## config.mk

```make
export PLATFORM = sky130hd
export DESIGN_NAME = thread_switch_initiator
export DESIGN_NICKNAME = d
export VERILOG_FILES = /design/src/rtl/mips_core_pkg.sv /design/src/rtl/thread_switch_initiator_resume_pc_file.sv /design/src/rtl/thread_switch_initiator.sv
export SDC_FILE = /design/constraint.sdc
export NUM_CORES = 1
export LEC_CHECK = 0
export CORE_MARGIN = 10
export CORE_UTILIZATION = 43
export CTS_CLUSTER_DIAMETER = 40
export CTS_CLUSTER_SIZE = 16
export DETAILED_ROUTE_END_ITERATION = 7
export PLACE_DENSITY = 0.75
export SKIP_CTS_REPAIR_TIMING = 1
export SYNTH_ARGS = -nofsm -noshare
export SYNTH_HDL_FRONTEND = slang
export SYNTH_SLANG_ARGS = --single-unit
```

## constraint.sdc

```tcl
create_clock -name clk -period 4.85 [get_ports clk]
set_clock_uncertainty 0.15 [all_clocks]
set_input_delay 0.97 -clock clk [delete_from_list [all_inputs] [get_ports clk]]
set_output_delay 0.97 -clock clk [all_outputs]
set_load 0.1 [all_outputs]
```

## src/rtl/mips_core_pkg.sv

```systemverilog
// Shared core definitions for the thread-switch logic.
//   ADDR_WIDTH         core-wide PC width
//   tid_t              thread identifier (two hardware threads)
//   thread_sw_state_t  state of the thread-switch initiator FSM
//   THREAD*_RESET_PC   resume PCs each thread starts from after reset
package mips_core_pkg;

    localparam int ADDR_WIDTH = 32;

    typedef logic tid_t;

    typedef enum logic [1:0] {
        RUN      = 2'd0,
        DRAIN    = 2'd1,
        REQ      = 2'd2,
        ALL_DONE = 2'd3
    } thread_sw_state_t;

    localparam logic [ADDR_WIDTH-1:0] THREAD0_RESET_PC = '0;
    localparam logic [ADDR_WIDTH-1:0] THREAD1_RESET_PC = {1'b1, {(ADDR_WIDTH-1){1'b0}}};

endpackage

```

## src/rtl/thread_switch_initiator_resume_pc_file.sv

```systemverilog
// resume_pc_file: one resume PC per thread.
//   clk, rst  core clock, synchronous active-high reset (restores RESET_PC0/1)
//   we        write enable
//   waddr     thread whose PC is written
//   wdata     PC to store
//   raddr     thread whose PC is read (combinational read)
//   rdata     stored PC of raddr
module resume_pc_file
    import mips_core_pkg::*;
#(
    parameter logic [ADDR_WIDTH-1:0] RESET_PC0 = THREAD0_RESET_PC,
    parameter logic [ADDR_WIDTH-1:0] RESET_PC1 = THREAD1_RESET_PC
) (
    input  logic                  clk,
    input  logic                  rst,
    input  logic                  we,
    input  tid_t                  waddr,
    input  logic [ADDR_WIDTH-1:0] wdata,
    input  tid_t                  raddr,
    output logic [ADDR_WIDTH-1:0] rdata
);

    logic [ADDR_WIDTH-1:0] pc_q [2];

    always_ff @(posedge clk) begin
        if (rst) begin
            pc_q[0] <= RESET_PC0;
            pc_q[1] <= RESET_PC1;
        end else if (we) begin
            pc_q[waddr] <= wdata;
        end
    end

    assign rdata = pc_q[raddr];

endmodule

```

## src/rtl/thread_switch_initiator.sv

```systemverilog
// thread_switch_initiator: initiator side of the thread-switch protocol.
// Watches the MEM stage for switching load misses and halts, saves the
// resume PC, flushes and drains the pipeline, then requests a switch to the
// other thread from the thread controller.
//   clk, rst                  core clock, synchronous active-high reset
//   mem_valid/mem_pc          MEM-stage instruction valid and its PC
//   mem_load_miss/mem_halt    MEM-stage load miss / thread-ending instruction
//   miss_resp_valid/_tid      refill completed for the given thread
//   switch_req/switch_ack     switch handshake to the thread controller
//   switch_tid/switch_pc      target thread and its resume PC
//   cur_tid                   currently running thread
//   flush                     one-cycle pipeline flush
//   fetch_stall               hold fetch
//   thread_done/all_done      per-thread and global completion
//   dbg_state                 FSM state
//
// Handshake: switch_req is a valid, switch_ack a ready. The switch transfers
// on the cycle both are high. While switch_req is high, switch_tid and
// switch_pc do not change; an ack while switch_req is low has no effect.
module thread_switch_initiator
    import mips_core_pkg::*;
#(
    parameter int DRAIN_CYCLES   = 3,
    parameter int MIN_RUN_CYCLES = 8
) (
    input  logic                  clk,
    input  logic                  rst,
    input  logic                  mem_valid,
    input  logic [ADDR_WIDTH-1:0] mem_pc,
    input  logic                  mem_load_miss,
    input  logic                  mem_halt,
    input  logic                  miss_resp_valid,
    input  tid_t                  miss_resp_tid,
    input  logic                  switch_ack,
    output logic                  switch_req,
    output tid_t                  switch_tid,
    output logic [ADDR_WIDTH-1:0] switch_pc,
    output tid_t                  cur_tid,
    output logic                  flush,
    output logic                  fetch_stall,
    output logic [1:0]            thread_done,
    output logic                  all_done,
    output thread_sw_state_t      dbg_state
);

    localparam int RUN_W   = (MIN_RUN_CYCLES > 0) ? $clog2(MIN_RUN_CYCLES + 1) : 1;
    localparam int DRAIN_W = (DRAIN_CYCLES > 0) ? $clog2(DRAIN_CYCLES + 1) : 1;

    thread_sw_state_t   state_q, state_d;
    tid_t               cur_q;
    logic [RUN_W-1:0]   run_cnt_q;
    logic [DRAIN_W-1:0] drain_cnt_q;
    logic [1:0]         blocked_q, blocked_d;
    logic [1:0]         done_q;

    tid_t other;
    logic is_halt, is_miss, run_ready;
    logic pc_we, set_blocked, set_done, load_drain, do_switch;

    assign other     = ~cur_q;
    // Halt wins over a load miss on the same instruction.
    assign is_halt   = mem_valid & mem_halt;
    assign is_miss   = mem_valid & mem_load_miss & ~mem_halt;
    assign run_ready = (run_cnt_q == RUN_W'(MIN_RUN_CYCLES));

    always_comb begin
        state_d     = state_q;
        flush       = 1'b0;
        fetch_stall = 1'b0;
        switch_req  = 1'b0;
        all_done    = 1'b0;
        pc_we       = 1'b0;
        set_blocked = 1'b0;
        set_done    = 1'b0;
        load_drain  = 1'b0;
        do_switch   = 1'b0;
        case (state_q)
            RUN: begin
                if (is_halt) begin
                    set_done = 1'b1;
                    if (done_q[other]) begin
                        state_d = ALL_DONE;
                    end else begin
                        flush      = 1'b1;
                        load_drain = 1'b1;
                        state_d    = DRAIN;
                    end
                end else if (is_miss && !done_q[other] && !blocked_q[other] && run_ready) begin
                    // The missing load re-executes when this thread resumes.
                    pc_we       = 1'b1;
                    set_blocked = 1'b1;
                    flush       = 1'b1;
                    load_drain  = 1'b1;
                    state_d     = DRAIN;
                end
            end
            DRAIN: begin
                fetch_stall = 1'b1;
                // Leave as the counter reaches zero so fetch is held for
                // exactly DRAIN_CYCLES cycles after the flush.
                if (drain_cnt_q == '0 || drain_cnt_q == DRAIN_W'(1)) state_d = REQ;
            end
            REQ: begin
                fetch_stall = 1'b1;
                // Wait for the refill if the target thread is still blocked.
                switch_req  = ~blocked_q[other];
                if (switch_req && switch_ack) begin
                    do_switch = 1'b1;
                    state_d   = RUN;
                end
            end
            ALL_DONE: begin
                fetch_stall = 1'b1;
                all_done    = 1'b1;
            end
            default: state_d = RUN;
        endcase
    end

    // A miss that blocks a thread in the same cycle as a refill for it is
    // younger than the refill, so the set takes priority.
    always_comb begin
        blocked_d = blocked_q;
        if (miss_resp_valid) blocked_d[miss_resp_tid] = 1'b0;
        if (set_blocked) blocked_d[cur_q] = 1'b1;
    end

    always_ff @(posedge clk) begin
        if (rst) begin
            state_q     <= RUN;
            cur_q       <= 1'b0;
            run_cnt_q   <= '0;
            drain_cnt_q <= '0;
            blocked_q   <= '0;
            done_q      <= '0;
        end else begin
            state_q   <= state_d;
            blocked_q <= blocked_d;
            if (do_switch) begin
                cur_q     <= other;
                run_cnt_q <= '0;
            end else if (state_q == RUN && !run_ready) begin
                run_cnt_q <= run_cnt_q + RUN_W'(1);
            end
            if (load_drain) begin
                drain_cnt_q <= DRAIN_W'(DRAIN_CYCLES);
            end else if (state_q == DRAIN && drain_cnt_q != '0) begin
                drain_cnt_q <= drain_cnt_q - DRAIN_W'(1);
            end
            if (set_done) done_q[cur_q] <= 1'b1;
        end
    end

    resume_pc_file u_resume_pc_file (
        .clk   (clk),
        .rst   (rst),
        .we    (pc_we),
        .waddr (cur_q),
        .wdata (mem_pc),
        .raddr (other),
        .rdata (switch_pc)
    );

    assign switch_tid  = other;
    assign cur_tid     = cur_q;
    assign thread_done = done_q;
    assign dbg_state   = state_q;

endmodule
```

# --- After elaboration in Yosys (flattened, before gate mapping) ---
# Memory sizes are Yosys's and may differ from the RTL's.
# Index checks and enable logic that the tools add are counted.
classes:
  n_reduce_logical: 21
  n_bitwise: 10
  order_cmp: 5
  muxes: 39
  add_sub_neg: 2
  eq_ne: 8
op_table:
  columns: ["op", "count"]
  rows:
  - ["$mux W32", 1]
  - ["$reduce_or A32 Y1", 1]
  - ["$mux W1", 26]
  - ["$mux W2", 9]
  - ["$logic_and A1 B1 Y1", 8]
  - ["$lt A1 B2 Y1 const B", 3]
  - ["$pmux W2 S3", 1]
  - ["$add A4 B1 Y4 const B", 1]
  - ["$eq A2 B1 Y1 const B", 2]
  - ["$eq A2 B2 Y1 const B", 2]
  - ["$eq A4 B4 Y1 const B", 1]
  - ["$logic_not A2 Y1", 2]
  - ["$ne A2 B2 Y1 const B", 2]
  - ["$or A2 B2 Y2", 2]
  - ["$reduce_and A4 Y1", 1]
  - ["$reduce_bool A2 Y1", 2]
  - ["$and A1 B1 Y1", 3]
  - ["$logic_not A1 Y1", 3]
  - ["$ne A3 B3 Y1 const B", 1]
  - ["$not A1 Y1", 3]
  - ["$reduce_bool A3 Y1", 1]
  - ["$reduce_or A3 Y1", 1]
  - ["$and A2 B2 Y2", 1]
  - ["$demux W1 S1", 2]
  - ["5 further kinds", 6]
word_totals:
  ramBits: 64
  register_bits: 13
  n_memories: 1
  input_bits: 40
mem_list:
  columns: ["name", "depth", "word_bits", "read_ports", "rd_clocked_by_memory_dff", "wr", "line", "text"]
  rows:
  - ["u_resume_pc_file.pc_q", 2, 32, 1, 0, 2, "thread_switch_initiator_resume_pc_file.sv:23", "logic [ADDR_WIDTH-1:0] pc_q [2];"]

# --- Logic depth before layout (Yosys ltp) ---
# Gate-level depths: netlist (run 1).
logic_depth:
  word_depth: 15
  ltp_mapped: 7
  ltp_nobuf: 6

# --- Cells and area by module ---
# From an unflattened synthesis (run 1), not the netlist that was laid out.
hier_totals:
  hier_cells: 271
  hier_area_um2: 3666.0
by_module_without_submodules:
  columns: ["module", "area_each_um2", "seq_area_each_um2", "instances", "cells_per_inst"]
  rows:
  - ["resume_pc_file", 2849.0, 1921.8, 1, 178]
  - ["thread_switch_initiator", 817.0, 260.2, 1, 93]

# --- Least setup slack after synthesis (run 1) ---
# OpenSTA, ideal clock, no wires.
synth_timing:
  path_kind: "reg2out"
  from: "register cur_q (netlist: cur_tid)"
  to: "output port flush"
  t_arrival_ps: 2646
  slack_ps: 1084
  path_buffers: 0
  path_stages_with_launch: 5
  cell_sequence: "dfxtp_1 or3b_1 a2111oi_0 o21ai_0 inv_1"
synth_via:
  elab_chain_len: 9
  elab_cells_between_ends: 13
  classes_between: "mux: 8; reduce/logical: 5"
synth_lines:
  columns: ["element", "line", "text"]
  rows:
  - ["start: declaration", "thread_switch_initiator.sv:50", "tid_t cur_q;"]
  - ["start signal: assignment", "thread_switch_initiator.sv:140", "cur_q <= other;"]
  - ["$mux W1 (implied by the code) (2 in a row)", "thread_switch_initiator.sv:81, thread_switch_initiator.sv:88", null]
  - ["$logic_not A1 Y1", "thread_switch_initiator.sv:88", "end else if (is_miss && !done_q[other] && !blocked_q[other] && run_ready) begin"]
  - ["$logic_and A1 B1 Y1 (3 in a row)", "thread_switch_initiator.sv:88", null]
  - ["$mux W1", "thread_switch_initiator.sv:88", null]
  - ["$mux W1 *", "thread_switch_initiator.sv:79", "if (is_halt) begin"]
  - ["$mux W1 *", "thread_switch_initiator.sv:77", "case (state_q)"]
  - ["end: declaration", "thread_switch_initiator.sv:39", "output logic flush,"]
# Every way passes the cells marked *; elsewhere a longest branch is shown, timed or not. The select of a mux whose other input is x is not followed.

# --- Worst setup path in the final report (run 1) ---
# Ends and elaborated chain as after synthesis.

==> flow_summary.json, run 1 <==
{
  "floorplan.initialDensity_pct": 43.9,
  "clkLatencyLatePin_ns": 0.35,
  "max_freq_mhz": 243,
  "crit_fanout": 40,
  "nets": 395,
  "worstSetupPathType": "flop to output pin",
  "clock_sinks": 77,
  "htreeDepth": 3,
  "multiInputGateArea_um2": 1290,
  "fp.dieH_um": 111,
  "power_leakage_nw": 1.78,
  "grtUsageTotal_pct": 12.3,
  "seqPwrFrac_pct": 43.0,
  "p_int_w": 0.00123,
  "final_area_um2": 4720,
  "numPortBuffers": 81,
  "synthCells": 264,
  "dp_hpwl_um": 5010,
  "hold_viol_final": 0,
  "start_kind": "flop",
  "die_area_um2": 12400,
  "clock_path_buffers": 2,
  "grt_max_degree": 41,
  "area_delta_synth_final_pct": 31.9,
  "synthTopCellsByArea": "edfxtp_1, mux2_2, dfxtp_1, and2_1, and2_2",
  "drive_above_1_share_pct": 24.5,
  "row_count": 33,
  "drtIter0Drc": 97,
  "yosys_warnings": 0,
  "numCtsBuffers": 9,
  "relSlewSlack_pct": 33.8,
  "synth_area_um2": 3570,
  "avgSynthCellArea_um2": 13.5,
  "ys_seq_elements": 77,
  "rsz0062_at_grt": "false",
  "yosys.area.top_type": "edfxtp_1",
  "combPwrFrac_pct": 24.7,
  "setup_tns_ns": 0,
  "dieWidth_um": 111,
  "p_switching_w": 0.000581,
  "fillCellCount": 688,
  "switching_share_pct": 32.0,
  "antenna_left": 0,
  "worst_slew_pin_slew_ns": 0.989,
  "grt_pass1_wl_um": 12300,
  "async_flop_share_pct": 0,
  "ys_seq_area_share_pct": 61.0,
  "wl_per_cell_um": 16.5,
  "grt_pass1_vias": 2464,
  "maxCapViolCount": 0,
  "fin_cells": 456,
  "yosysUniqueCellTypes": 35,
  "end_kind": "output pin",
  "io_pins": 82,
  "synth_edf_count": 64,
  "grt_overflow_total": 0,
  "cts_tree": "yes",
  "vias": 2239,
  "timing.hold.ws_ns": 0.352,
  "post_dp_cell_area_um2": 4470,
  "period_minus_slack_ns": 4.11,
  "ctsRootBufferMaster": "clkbuf_8",
  "worstPathRequired_ns": 3.73,
  "ir_worst_vdd_mv": 0.267,
  "first_pass_iters": 4,
  "post-route-period-util_pct": 84.7,
  "setup_viol": 0,
  "antennaDiodeCount": 0,
  "min_path_type": "flop to flop",
  "power-per-cell-area_nw_per_um2": 385,
  "synth_nets": 313,
  "place_inst": 440,
  "drv_slew": 0,
  "clockPowerShare_pct": 32.4,
  "yosysTopAreaCellShare_pct": 53.8,
  "worst_ep_arrival_time_ns": 2.99,
  "gp_congestion": 0.859,
  "cts.clk_slew.worst_paths_ns": 0.08,
  "post-route-drc-count": 0,
  "routed_wl_um": 7540,
  "core_um2": 8130,
  "viasPerCell": 4.91,
  "status": "completed",
  "ff_latch_area_um2": 2180,
  "p_total_w": 0.00182,
  "synth_ff_type": "edfxtp_1",
  "antenna_found_initial": 0
}
## power by group through the flow
| stage | clock (W) | sequential, W | combinational [W] |
|---|---|---|---|
| 6_report | 0.000588 | 0.000780 | 0.000448 |
| 5_1_grt | 0.000634 | 0.000786 | 0.000477 |
| 4_1_cts | 0.000597 | 0.000780 | 0.000452 |
| 3_5_place_dp | 0 | 0.000795 | 0.000450 |
| 3_3_place_gp | 0 | 0.000792 | 0.000444 |
| 2_1_floorplan | 0 | 0.000830 | 0.000290 |
## layout make-up
| type | instances | area share [%] |
|---|---|---|
| sequential | 77 | 46.3 |
| clock buffer | 9 | 2.63 |
| clock inverter | 7 | 2.55 |
| inverter | 12 | 0.955 |
| multi-input combinational | 163 | 27.4 |
| timing repair buffer | 83 | 17.4 |
| tap | 105 | 2.79 |
## stage by stage
step	util [%]	worst slack, ns
2_1_floorplan	-	1.08
3_3_place_gp	55.0	0.983
3_5_place_dp	55.0	0.947
4_1_cts	58.0	0.693
5_1_grt	58.0	0.564
6_report	58.0	0.742
## worst paths after layout
check	slack, ns	from	endpoint	cells after the start
max	0.74	cur_tid	flush	5
min	0.35	run_cnt_q[1]	run_cnt_q[1]	2
max reg2reg	1.49	cur_tid	u_resume_pc_file.pc_q[1][20]	4
min reg2reg	0.35	run_cnt_q[1]	run_cnt_q[1]	2
## synth_stat cells, types with 2 or more instances
cell and instances:
clkbuf_2 6, xnor2_1 3, a21oi_1 4, nor4_4 2, edfxtp_1 64, and2_2 25, o21ai_0 2, a41oi_1 2
ha_1 9, a31o_2 2, mux2i_1 3, clkbuf_1 2, inv_1 12, and2_1 40, mux2_2 33, dfxtp_1 13
buf_1 3, nor2_1 8, or2_2 2, xor2_1 2, nand2_1 11, nand3_1 3
## flip-flops by register name, indices dropped and copies added, names as in the netlist
name and count:
run_cnt_q 4, cur_tid 1, u_resume_pc_file.pc_q 64, drain_cnt_q 2
blocked_q 2, dbg_state 2, thread_done 2
## cell families (layout without fill, tap and decap cells)
| family | count (synthesis) | after routing | synth area share, % |
|---|---|---|---|
| xor+xnor | 5 | 5 | 1.23 |
| buf+inv | 24 | 111 | 2.77 |
| flops | 77 | 77 | 61.0 |
| compound gates | 14 | 14 | 2.84 |
| simple gates | 99 | 99 | 17.7 |
| mux | 36 | 36 | 11.2 |
| fa+ha+maj | 9 | 9 | 3.15 |
## critical path: stages, from the launching register on
cell       delay, ns
dfxtp_2         0.98
or3b_1          0.44
a2111oi_0       0.52
o21ai_0         0.29
inv_1           0.11
buf_4           0.29
## cell usage in the layout, fill, tap and decap left out, types with 2 or more instances in the layout
master	netlist	final
clkdlybuf4s50_1	0	78
edfxtp_1	64	64
and2_1	40	40
mux2_2	33	33
and2_2	25	25
inv_1	12	12
dfxtp_1	13	12
nand2_1	11	11
ha_1	9	9
clkbuf_8	0	9
nor2_1	8	8
buf_4	0	5
a21oi_1	4	4
mux2i_1	3	3
xnor2_1	3	3
nand3_1	3	3
bufinv_16	0	3
o21ai_0	2	2
nor4_4	2	2
or2_2	2	2
a31o_2	2	2
a41oi_1	2	2
xor2_1	2	2
inv_6	0	2
## layer usage
| layer | vias up | track usage, % | share of wire (%) |
|---|---|---|---|
| met5 | - | 0 | 0 |
| met4 | 0 | 4.54 | 1.1 |
| met3 | 7 | 4.60 | 6.4 |
| met2 | 74 | 19.9 | 47 |
| met1 | 1073 | 14.5 | 45 |
| li1 | 1085 | - | - |
No activity file was read; power rests on OpenSTA's default activity.
==> run 2, diff against run 1 <==
--- a/config.mk
+++ b/config.mk
@@ -10,7 +10,7 @@
 export CTS_CLUSTER_DIAMETER = 40
 export CTS_CLUSTER_SIZE = 16
 export DETAILED_ROUTE_END_ITERATION = 7
-export PLACE_DENSITY = 0.75
+export PLACE_DENSITY = 0.78
 export SKIP_CTS_REPAIR_TIMING = 1
 export SYNTH_ARGS = -nofsm -noshare
 export SYNTH_HDL_FRONTEND = slang
==> constraint.sdc (replaced) <==
create_clock -name clk -period 3.3 [get_ports clk]
set_clock_uncertainty 0.15 [all_clocks]
set_input_delay 0.66 -clock clk [delete_from_list [all_inputs] [get_ports clk]]
set_output_delay 0.66 -clock clk [all_outputs]
set_load 0.1 [all_outputs]
==> run 2 against run 1 <==
Effect of this change: flip-flop and latch count is the same; power grew 42%; wire length shrank 1.2%; register-to-register slack lost 0.74 ns; cell area shrank 0.98%; combinational power grew 50%; hold slack gained 0.0093 ns; sequential share of layout area grew 0.46 points; critical path type is now input pin to output pin; critical endpoint unchanged; highest routed layer unchanged.
==> flow_summary.json, run 2 (synthesized netlist as in run 1, its figures left out) <==
{
  "grt_overflow_total": 0,
  "gp_congestion": 0.833,
  "largest-register": "u_resume_pc_file.pc_q",
  "numCtsBuffers": 9,
  "dieWidth_um": 111,
  "rr_startpoint": "run_cnt_q[0]",
  "cts_tree": "yes",
  "viasPerCell": 4.88,
  "clkLatencyLatePin_ns": 0.34,
  "drive_above_1_share_pct": 36.1,
  "grtUsageTotal_pct": 12.0,
  "grt_pass1_vias": 2399,
  "row_count": 33,
  "crit_buf_inv": 3,
  "post-route-drc-count": 0,
  "vias": 2246,
  "worst_ep_arrival_time_ns": 2.27,
  "crit_fanout": 5,
  "clock_sinks": 77,
  "end_kind": "output pin",
  "ctsRootBufferMaster": "clkbuf_8",
  "post-route-period-util_pct": 93.4,
  "grt_max_degree": 35,
  "core_um2": 8130,
  "first_pass_iters": 4,
  "worstSetupPathType": "input pin to output pin",
  "p_switching_w": 0.000835,
  "fp.dieH_um": 111,
  "power_leakage_nw": 1.85,
  "largest_register_ffs": 64,
  "reg_top3": "u_resume_pc_file.pc_q: 64 flops, run_cnt_q: 4 flops",
  "dp_hpwl_um": 5210,
  "slowest_delay_ns": 0.53,
  "setup_viol": 0,
  "maxCapViolCount": 0,
  "switching_share_pct": 32.5,
  "routed_wl_um": 7440,
  "numPortBuffers": 81,
  "drv_slew": 0,
  "r2r-end": "u_resume_pc_file.pc_q[1][31]",
  "antennaDiodeCount": 0,
  "power-per-cell-area_nw_per_um2": 551,
  "wl_per_cell_um": 16.2,
  "cpMaxStageDelayCell": "clkdlybuf4s50_1",
  "startpoint": "mem_valid",
  "critPathTopFamily": "buffers and inverters",
  "cp-endpoint": "flush",
  "seqPwrFrac_pct": 44.3,
  "die_area_um2": 12400,
  "antenna_left": 0,
  "floorplan.initialDensity_pct": 43.9,
  "ff2ff_setup_slack_ns": 0.75,
  "path_depth": 6,
  "nets": 399,
  "cts.clk_slew.worst_paths_ns": 0.07,
  "final_cell_mix": "edfxtp_1, buf_4, and2_1, clkdlybuf4s50_1, mux2_2",
  "post_dp_cell_area_um2": 4450,
  "p_int_w": 0.00174,
  "worstPathRequired_ns": 2.49,
  "relSlewSlack_pct": 67.4,
  "mostFrequentLayoutCell": "edfxtp_1",
  "drtIter0Drc": 98,
  "min_from": "run_cnt_q[1]",
  "grt_pass1_wl_um": 12100,
  "max_freq_mhz": 324,
  "combPwrFrac_pct": 26.1,
  "htreeDepth": 3,
  "setup_tns_ns": 0,
  "ir_worst_vdd_mv": 0.324,
  "hold_viol_final": 0,
  "ff2ff_path_depth": 7,
  "clock_path_buffers": 2,
  "final_area_um2": 4670,
  "io_pins": 82,
  "period_minus_slack_ns": 3.08,
  "rsz0062_at_grt": "false",
  "min_path_type": "flop to flop",
  "area_delta_synth_final_pct": 30.6,
  "clockPowerShare_pct": 29.6,
  "start_kind": "input pin",
  "antenna_found_initial": 0,
  "crit_chain": "clkdlybuf4s50_1 > nand2_1 > a2111oi_1 > o21ai_0 > inv_1 > buf_12",
  "status": "completed",
  "worst_slew_pin_slew_ns": 0.488
}
==> run 2: changes by cell type in the layout (fill, tap and decap cells not counted), sizes merged <==
cell,delta
clkbuf,+1
clkdlybuf4s50,-39
inv,-1
bufinv,-1
buf,+43
clkinv,+1
==> run 2: worst min-delay path by stage <==
stage	to	slack (ns)	depth (start not counted)
final	run_cnt_q[1]	0.36	2
after global routing	run_cnt_q[1]	0.39	2
after CTS	run_cnt_q[1]	0.36	2
after detailed placement	run_cnt_q[1]	0.35	2
after global placement	run_cnt_q[1]	0.33	2
after floorplan	run_cnt_q[1]	0.32	2
==> run 2: final cells by class <==
class                           instances  area (um^2)
Sequential cell                        77         2180
Clock buffer                           10          128
Tap cell                              105          131
Clock inverter                          6         86.3
Multi-Input combinational cell        163         1290
Timing Repair Buffer                   87          801
Fill cell                             694         3460
Inverter                               12         45.0
==> run 2: layer usage <==
| layer | track usage [%] | up-vias | part of all wire (%) |
|---|---|---|---|
| met5 | 0 | - | 0 |
| met4 | 4.63 | 0 | 1.1 |
| met3 | 3.90 | 9 | 6.8 |
| met2 | 19.3 | 63 | 46 |
| met1 | 14.7 | 1083 | 46 |
| li1 | - | 1091 | - |
==> run 2: power groups by stage <==
| stage | sequential, W | combinational, W | clock (W) |
|---|---|---|---|
| 2_1_floorplan | 0.00122 | 0.000427 | 0 |
| 4_1_cts | 0.00114 | 0.000681 | 0.000780 |
| 3_3_place_gp | 0.00116 | 0.000663 | 0 |
| 5_1_grt | 0.00115 | 0.000718 | 0.000827 |
| 6_report | 0.00114 | 0.000671 | 0.000761 |
| 3_5_place_dp | 0.00116 | 0.000678 | 0 |
==> run 2: through the flow <==
step	util (%)	hold WS [ns]	instances	total power, W	setup WS (ns)
detailed placement	54.8	0.350	444	0.00184	0.121
finish	57.4	0.362	460	0.00257	0.217
global route	57.4	0.388	460	0.00269	0.0863
floorplan	-	0.316	264	0.00165	0.0391
CTS	57.4	0.360	460	0.00260	0.122
global placement	54.8	0.330	444	0.00182	0.136
==> run 2: worst reg2reg max path, delay by kind of cell, from the launching register on <==
family | cells | cell delay (ns)
AND/OR/NAND/NOR | 3 | 0.71
AO/OA/AOI/OAI | 1 | 0.53
buffers and inverters | 2 | 0.44
flip-flops | 1 | 0.33
adder cells (fa/ha/maj) | 1 | 0.17
